## config.mk

```make
export PLATFORM = sky130hd
export DESIGN_NAME = control_unit
export DESIGN_NICKNAME = d
export VERILOG_FILES = /design/src/rtl/cpu_pkg.sv /design/src/rtl/seq_counter.sv /design/src/rtl/control_unit.sv
export SDC_FILE = /design/constraint.sdc
export NUM_CORES = 1
export LEC_CHECK = 0
export CAP_MARGIN = 20
export CORE_ASPECT_RATIO = 0.9
export CORE_MARGIN = 2
export CORE_UTILIZATION = 44
export CTS_CLUSTER_DIAMETER = 120
export DETAILED_ROUTE_END_ITERATION = 8
export GPL_TIMING_DRIVEN = 0
export PLACE_DENSITY = 0.95
export SLEW_MARGIN = 15
export SYNTH_ARGS = -nofsm -noshare
export SYNTH_HDL_FRONTEND = slang
export SYNTH_SLANG_ARGS = --single-unit
```

## constraint.sdc

```tcl
create_clock -name clk -period 3 [get_ports clk]
set_input_delay 0.3 -clock clk [delete_from_list [all_inputs] [get_ports clk]]
set_output_delay 0.3 -clock clk [all_outputs]
set_load 0.03 [all_outputs]
```

## src/rtl/cpu_pkg.sv

```systemverilog
// Shared constants for the 16-bit accumulator CPU: register/bus indices,
// opcodes, ALU selects, register-reference bits and the control-unit modes.
package cpu_pkg;

  localparam int TSTATE_W = 4;
  localparam int RR_W     = 12;

  typedef enum int {R_AR = 0, R_PC = 1, R_DR = 2, R_AC = 3, R_IR = 4, R_TR = 5} reg_idx_t;

  typedef enum int {
    B_IDLE = 0, B_AR = 1, B_PC = 2, B_DR = 3, B_AC = 4, B_IR = 5, B_TR = 6, B_MEM = 7
  } bus_src_t;

  typedef enum logic [2:0] {
    D_AND = 3'd0, D_ADD = 3'd1, D_LDA = 3'd2, D_STA = 3'd3,
    D_BUN = 3'd4, D_BSA = 3'd5, D_ISZ = 3'd6, D_REG = 3'd7
  } opcode_t;

  typedef enum logic [1:0] {
    ALU_PASS_DR = 2'd0, ALU_AND_DR = 2'd1, ALU_ADD_DR = 2'd2, ALU_CMP_AC = 2'd3
  } alu_op_t;

  typedef enum int {
    RR_HLT = 0, RR_SZA = 2, RR_SNA = 3, RR_SPA = 4, RR_INC = 5, RR_CMA = 9, RR_CLA = 11
  } rr_bit_t;

  // RUN sequences instructions; WAIT parks between single steps; HALT is terminal until reset.
  typedef enum logic [1:0] {M_RUN = 2'd0, M_WAIT = 2'd1, M_HALT = 2'd2} mode_t;

  // Index of the highest set bit of the register-reference field, -1 when empty.
  function automatic int rr_top(input logic [RR_W-1:0] f);
    int top;
    top = -1;
    for (int b = 0; b < RR_W; b++) begin
      if (f[b]) top = b;
    end
    return top;
  endfunction

endpackage

```

## src/rtl/seq_counter.sv

```systemverilog
// Sequence counter: async active-low reset, synchronous clear, and hold.
module seq_counter
  import cpu_pkg::*;
#(
  parameter int W = TSTATE_W
) (
  input  logic         clk,
  input  logic         rst_n,
  input  logic         clr,
  input  logic         hold,
  output logic [W-1:0] count
);

  always_ff @(posedge clk or negedge rst_n) begin
    if (!rst_n) begin
      count <= '0;
    end else if (clr) begin
      count <= '0;
    end else if (!hold) begin
      count <= count + 1'b1;
    end
  end

endmodule

```

## src/rtl/control_unit.sv

```systemverilog
// Hardwired control unit: fetch/decode/execute sequencing for the accumulator CPU.
// Optional macro CU_SINGLE_STEP_EN adds a 'step' input and a WAIT state between instructions.
module control_unit
  import cpu_pkg::*;
#(
  parameter int SC_W   = TSTATE_W,
  parameter int ADDR_W = RR_W
) (
  input  logic            clk,
  input  logic            reset,
`ifdef CU_SINGLE_STEP_EN
  input  logic            step,
`endif
  input  logic [15:0]     ir,
  input  logic            ac_neg,
  input  logic            ac_zero,
  input  logic            dr_zero,
  output logic [7:0]      x,
  output logic [5:0]      ld,
  output logic [5:0]      inc,
  output logic [5:0]      clr,
  output logic            mem_read,
  output logic            mem_write,
  output logic [1:0]      alu_op,
  output logic [SC_W-1:0] sc,
  output logic            halted
);

`ifdef CU_SINGLE_STEP_EN
  localparam mode_t MODE_IDLE = M_WAIT;
`else
  localparam mode_t MODE_IDLE = M_RUN;
`endif

  mode_t           mode, mode_nxt;
  logic            i_q;
  opcode_t         d_q;
  logic [SC_W-1:0] sc_q;
  logic            sc_clr, go_halt;
  logic [7:0]      x_c;
  logic [5:0]      ld_c, inc_c, clr_c;
  logic            rd_c, wr_c;
  logic [1:0]      alu_c;
  int              rr;

  seq_counter #(.W(SC_W)) u_sc (
    .clk   (clk),
    .rst_n (reset),
    .clr   (sc_clr),
    .hold  (mode != M_RUN),
    .count (sc_q)
  );

  always_ff @(posedge clk or negedge reset) begin
    if (!reset) begin
      mode <= MODE_IDLE;
      i_q  <= 1'b0;
      d_q  <= D_AND;
    end else begin
      mode <= mode_nxt;
      if (mode == M_RUN && sc_q == SC_W'(2)) begin
        i_q <= ir[15];
        d_q <= opcode_t'(ir[14:12]);
      end
    end
  end

`ifdef CU_SINGLE_STEP_EN
  logic step_q;
  always_ff @(posedge clk or negedge reset) begin
    if (!reset) step_q <= 1'b0;
    else        step_q <= step;
  end
`endif

  always_comb begin
    mode_nxt = mode;
    case (mode)
      M_RUN: begin
        if (go_halt)     mode_nxt = M_HALT;
        else if (sc_clr) mode_nxt = MODE_IDLE;
      end
      M_WAIT: begin
`ifdef CU_SINGLE_STEP_EN
        if (step && !step_q) mode_nxt = M_RUN;
`endif
      end
      M_HALT:  mode_nxt = M_HALT;
      default: mode_nxt = MODE_IDLE;
    endcase
  end

  always_comb begin
    x_c     = '0;
    ld_c    = '0;
    inc_c   = '0;
    clr_c   = '0;
    rd_c    = 1'b0;
    wr_c    = 1'b0;
    alu_c   = ALU_PASS_DR;
    sc_clr  = 1'b0;
    go_halt = 1'b0;
    rr      = rr_top(ir[ADDR_W-1:0]);
    if (mode == M_RUN) begin
      case (int'(sc_q))
        0: begin x_c[B_PC] = 1'b1; ld_c[R_AR] = 1'b1; end
        1: begin
          x_c[B_MEM] = 1'b1; rd_c = 1'b1; ld_c[R_IR] = 1'b1; inc_c[R_PC] = 1'b1;
        end
        2: begin x_c[B_IR] = 1'b1; ld_c[R_AR] = 1'b1; end
        3: begin
          if (d_q == D_REG) begin
            sc_clr = 1'b1;
            // Only the highest set field bit acts; I/O (I=1) is a NOP.
            if (!i_q) begin
              case (rr)
                int'(RR_CLA): clr_c[R_AC] = 1'b1;
                int'(RR_CMA): begin alu_c = ALU_CMP_AC; ld_c[R_AC] = 1'b1; end
                int'(RR_INC): inc_c[R_AC] = 1'b1;
                int'(RR_SPA): inc_c[R_PC] = !ac_neg;
                int'(RR_SNA): inc_c[R_PC] = ac_neg;
                int'(RR_SZA): inc_c[R_PC] = ac_zero;
                int'(RR_HLT): go_halt = 1'b1;
                default: ;
              endcase
            end
          end else if (i_q) begin
            x_c[B_MEM] = 1'b1; rd_c = 1'b1; ld_c[R_AR] = 1'b1;
          end
        end
        4: begin
          case (d_q)
            D_AND, D_ADD, D_LDA, D_ISZ: begin
              x_c[B_MEM] = 1'b1; rd_c = 1'b1; ld_c[R_DR] = 1'b1;
            end
            D_STA: begin x_c[B_AC] = 1'b1; wr_c = 1'b1; sc_clr = 1'b1; end
            D_BUN: begin x_c[B_AR] = 1'b1; ld_c[R_PC] = 1'b1; sc_clr = 1'b1; end
            D_BSA: begin x_c[B_PC] = 1'b1; wr_c = 1'b1; inc_c[R_AR] = 1'b1; end
            default: sc_clr = 1'b1;
          endcase
        end
        5: begin
          case (d_q)
            D_AND: begin alu_c = ALU_AND_DR;  ld_c[R_AC] = 1'b1; sc_clr = 1'b1; end
            D_ADD: begin alu_c = ALU_ADD_DR;  ld_c[R_AC] = 1'b1; sc_clr = 1'b1; end
            D_LDA: begin alu_c = ALU_PASS_DR; ld_c[R_AC] = 1'b1; sc_clr = 1'b1; end
            D_BSA: begin x_c[B_AR] = 1'b1; ld_c[R_PC] = 1'b1; sc_clr = 1'b1; end
            D_ISZ: inc_c[R_DR] = 1'b1;
            default: sc_clr = 1'b1;
          endcase
        end
        6: begin
          sc_clr = 1'b1;
          // dr_zero reflects DR after the T5 increment.
          if (d_q == D_ISZ) begin
            x_c[B_DR] = 1'b1; wr_c = 1'b1; inc_c[R_PC] = dr_zero;
          end
        end
        default: sc_clr = 1'b1;
      endcase
    end
  end

  // Reset masks every output at once so no partial write can complete.
  assign x         = reset ? x_c   : '0;
  assign ld        = reset ? ld_c  : '0;
  assign inc       = reset ? inc_c : '0;
  assign clr       = reset ? clr_c : '0;
  assign mem_read  = reset & rd_c;
  assign mem_write = reset & wr_c;
  assign alu_op    = reset ? alu_c : '0;
  assign sc        = reset ? sc_q  : '0;
  assign halted    = reset & (mode == M_HALT);

endmodule

```

==> results.cfg <==
[pwr]
powerDensity_mw_per_mm2 = 623
leakagePower_nw = 0.754
vdd_drop_max_mv = 0.477

[logic_synthesis]
synthTopCellsByArea = dfrtp_1 20%, buf_4 8.5%, nor2_1 4.6%, ha_1 4.4%, nand2_1 4.3%
netlist_instances = 153
synth_ff_type = dfrtp_1
synth_edf_count = 0
ys_warn_count = 0
syn_avg_cell_area_sq_um = 7.47
async_reset_ff_frac = 1.00
syn_area_sq_mm = 0.00114
synth.ff_latch_count = 9
ys_types = 46
yosysSeqAreaShare = 0.197
synth.top_cell.area_share = 0.197
yosysTopAreaCell = dfrtp_1

[min_path]
hp-class = input port to asynchronous set/reset pin

[sta]
period_minus_slack_ns = 2.90
finalSetupViolations = 0
finalMaxSlewViolations = 0
clock.fmax_mhz = 345
fin_crit_sh = 0.966
timing.hold.ws_ns = 0.0254
hold_viol = 0
fin_skew_ns = 0.00625
slew_headroom = 0.456
worst_pin_slew_ns = 0.805

[grt]
met3_usage = 0.00988
top_usage_layer = met2
grt_first_pass_wirelength_microns = 5070
grt_max_degree = 17
grt_overflow = 0
antenna_found_initial = 0
gr-usage-met2 = 0.356
grt_pass1_vias = 1143
grt.total_usage = 0.208
use_met1 = 0.282

[clock_tree]
clockBufferDepth = 2
cts_tree = done
root_buffer = clkbuf_4
cts_buffers = 3
clk-insertion-delay-late_ns = 0.25
cts.sinks = 9
cts.htree.levels = 1
hold_buffers = 0
clk_pin_slew_worst_paths_ns = 0.06

[cells_and_area]
n_antenna_cell = 0
area_growth_pct = 48.5
drive_gt1_frac = 0.166
utilization = 0.688
final_nets = 237
design_area_sq_mm = 0.00170

[detailed_routing]
drc = 0
ant_nets = 0
dr.pass1.iters = 4
viasPerCell = 5.62
routed_wl_microns = 3100
wire_per_inst_microns = 13.0
vias = 1344
drt-initial-drc-count = 76

[setup_path]
worstSetupStartpoint = u_sc.count[1]
critical_path.max_fanout = 6
cp-start-kind = flip-flop
cp.required_ns = 2.70
cp_num_buf_inv = 1
path_cells = ha_2 > or3b_4 > nor3_4 > nand3_1 > a21oi_1 > clkdlybuf4s50_1
path_class = flip-flop to primary output
crit_path_top_delay_cell = clkdlybuf4s50_1
r2r-start = u_sc.count[1]
r2r_slack_ns = 0.90
cp.arrival_ns = 2.60
cp-end-kind = primary output
critPathMaxStageDelay_ns = 0.68
crit_family = simple AND/OR/NAND/NOR gates

[placed_design]
place.gp.congestion = 0.884
port_buffers = 45
hpwl_microns = 2450
placed_area_sq_mm = 0.00166

[floorplan]
pin_count = 56
dieWidth_microns = 57.7
die_h_microns = 52.4
initial_core_util = 0.463
core_sq_mm = 0.00247
placementRows = 17
dieArea_sq_mm = 0.00302

[run_status]
status = finished clean

[run]
drv_cap = 0
[power breakdown]
part / total (W) / switching (W) / internal (W)
Sequential: 0.000245 / 0.0000758 / 0.000169
Clock: 0.0000912 / 0.0000401 / 0.0000511
Combinational: 0.000721 / 0.000400 / 0.000322
Total: 0.00106 / 0.000516 / 0.000542
[cells in the mapped netlist (all sizes together) (3+ instances only)]
master	number
and2	6
and3	6
a31oi	3
nor4	3
nand2b	7
inv	9
buf	13
nor2b	3
dfrtp	9
clkbuf	3
mux2	4
a21oi	5
o21ai	4
nand2	13
a21o	3
nor3	6
nor2	14
a221oi	3
nand4	3
ha	4
nand3	5
[routing by layer]
layer / share of wire / wire length [microns] / up-vias
met3: 0.073 / 227 / 4
met5: 0 / 0 / -
met2: 0.47 / 1460 / 64
li1: - / - / 656
met1: 0.44 / 1370 / 620
met4: 0.013 / 41 / 0
[cell families after synthesis]
| family | share of synthesized area |
|---|---|
| other | 0.00328 |
| and+or+nand+nor | 0.370 |
| adders and majority gates | 0.0438 |
| AOI/OAI and AO/OA | 0.222 |
| DFF | 0.197 |
| muxes | 0.0394 |
| buffers and inverters | 0.125 |
[flip-flops by register name, summed over array words and instances, names as in the netlist]
signal / count
u_sc.count: 4
d_q: 3
i_q: 1
mode: 1
[through the flow]
stage,worst slack [ns],power [W],TNS (ns),std cells
floorplan,0.414,0.000734,0,162
global placement,-0.174,0.000931,-0.226,235
detailed placement,-0.213,0.000944,-0.297,235
CTS,0.0201,0.00104,0,239
global route,-0.000728,0.00114,-0.000728,239
finish,0.102,0.00106,0,239
[worst register-to-register path, stage by stage, from the launching register on]
cell and delay (ns):
dfrtp_1 0.41, inv_1 0.08, ha_1 0.27, nand2b_1 0.17, a31oi_1 0.20, o211ai_1 0.15
a211oi_1 0.51, mux2_2 0.25
[placed cells by master (no fill, tap or decap), types with 2 or more instances in the layout]
master,synthesis,final
ha_1,4,2
buf_4,13,14
a211oi_1,2,2
nand2_1,13,13
o211ai_1,2,2
nand2b_1,7,7
nand3_1,5,5
dlymetal6s2s_1,0,2
clkdlybuf4s50_1,0,41
a221oi_1,3,3
a21o_1,3,3
o21ai_0,4,4
buf_2,0,2
and3_1,4,4
nor3_1,5,5
or4_1,2,2
nor2b_1,3,2
a31oi_1,3,3
a21oi_1,5,5
nand4_1,3,3
nor4_1,3,3
inv_1,9,9
o31ai_1,2,2
and2_1,5,5
nor2_1,14,13
mux2_2,4,4
conb_1,1,10
and3_2,2,2
clkbuf_4,0,3
ha_2,0,2
nor4b_1,2,2
clkbuf_1,3,3
dfrtp_1,9,9
[path summary, 6_finish.rpt]
kind | end | cells past startpoint
max in group asynchronous | mode[1] | 1
setup reg to reg | u_sc.count[0] | 7
hold reg to reg | i_q | 1
min in group clk | d_q[0] | 3
hold / removal | u_sc.count[1] | 1
setup / recovery | alu_op[0] | 6
[final cells by class]
type / instances / area, sq um
multi-input cells: 128 / 820
fillers: 209 / 769
repair buffers: 46 / 453
flip-flops and latches: 9 / 225
plain buffers: 15 / 105
well taps: 28 / 35.0
inverters: 9 / 33.8
clock buffers: 4 / 26.3
[what timing repair did]
item,in CTS,in global routing
gates resized for setup,6,10
buffers inserted,0,1
endpoints found under the hold margin,0,0
gates cloned,0,0
endpoints found under the setup margin,2,8
pin swaps,0,0
Power figures use the tool's default switching activity.
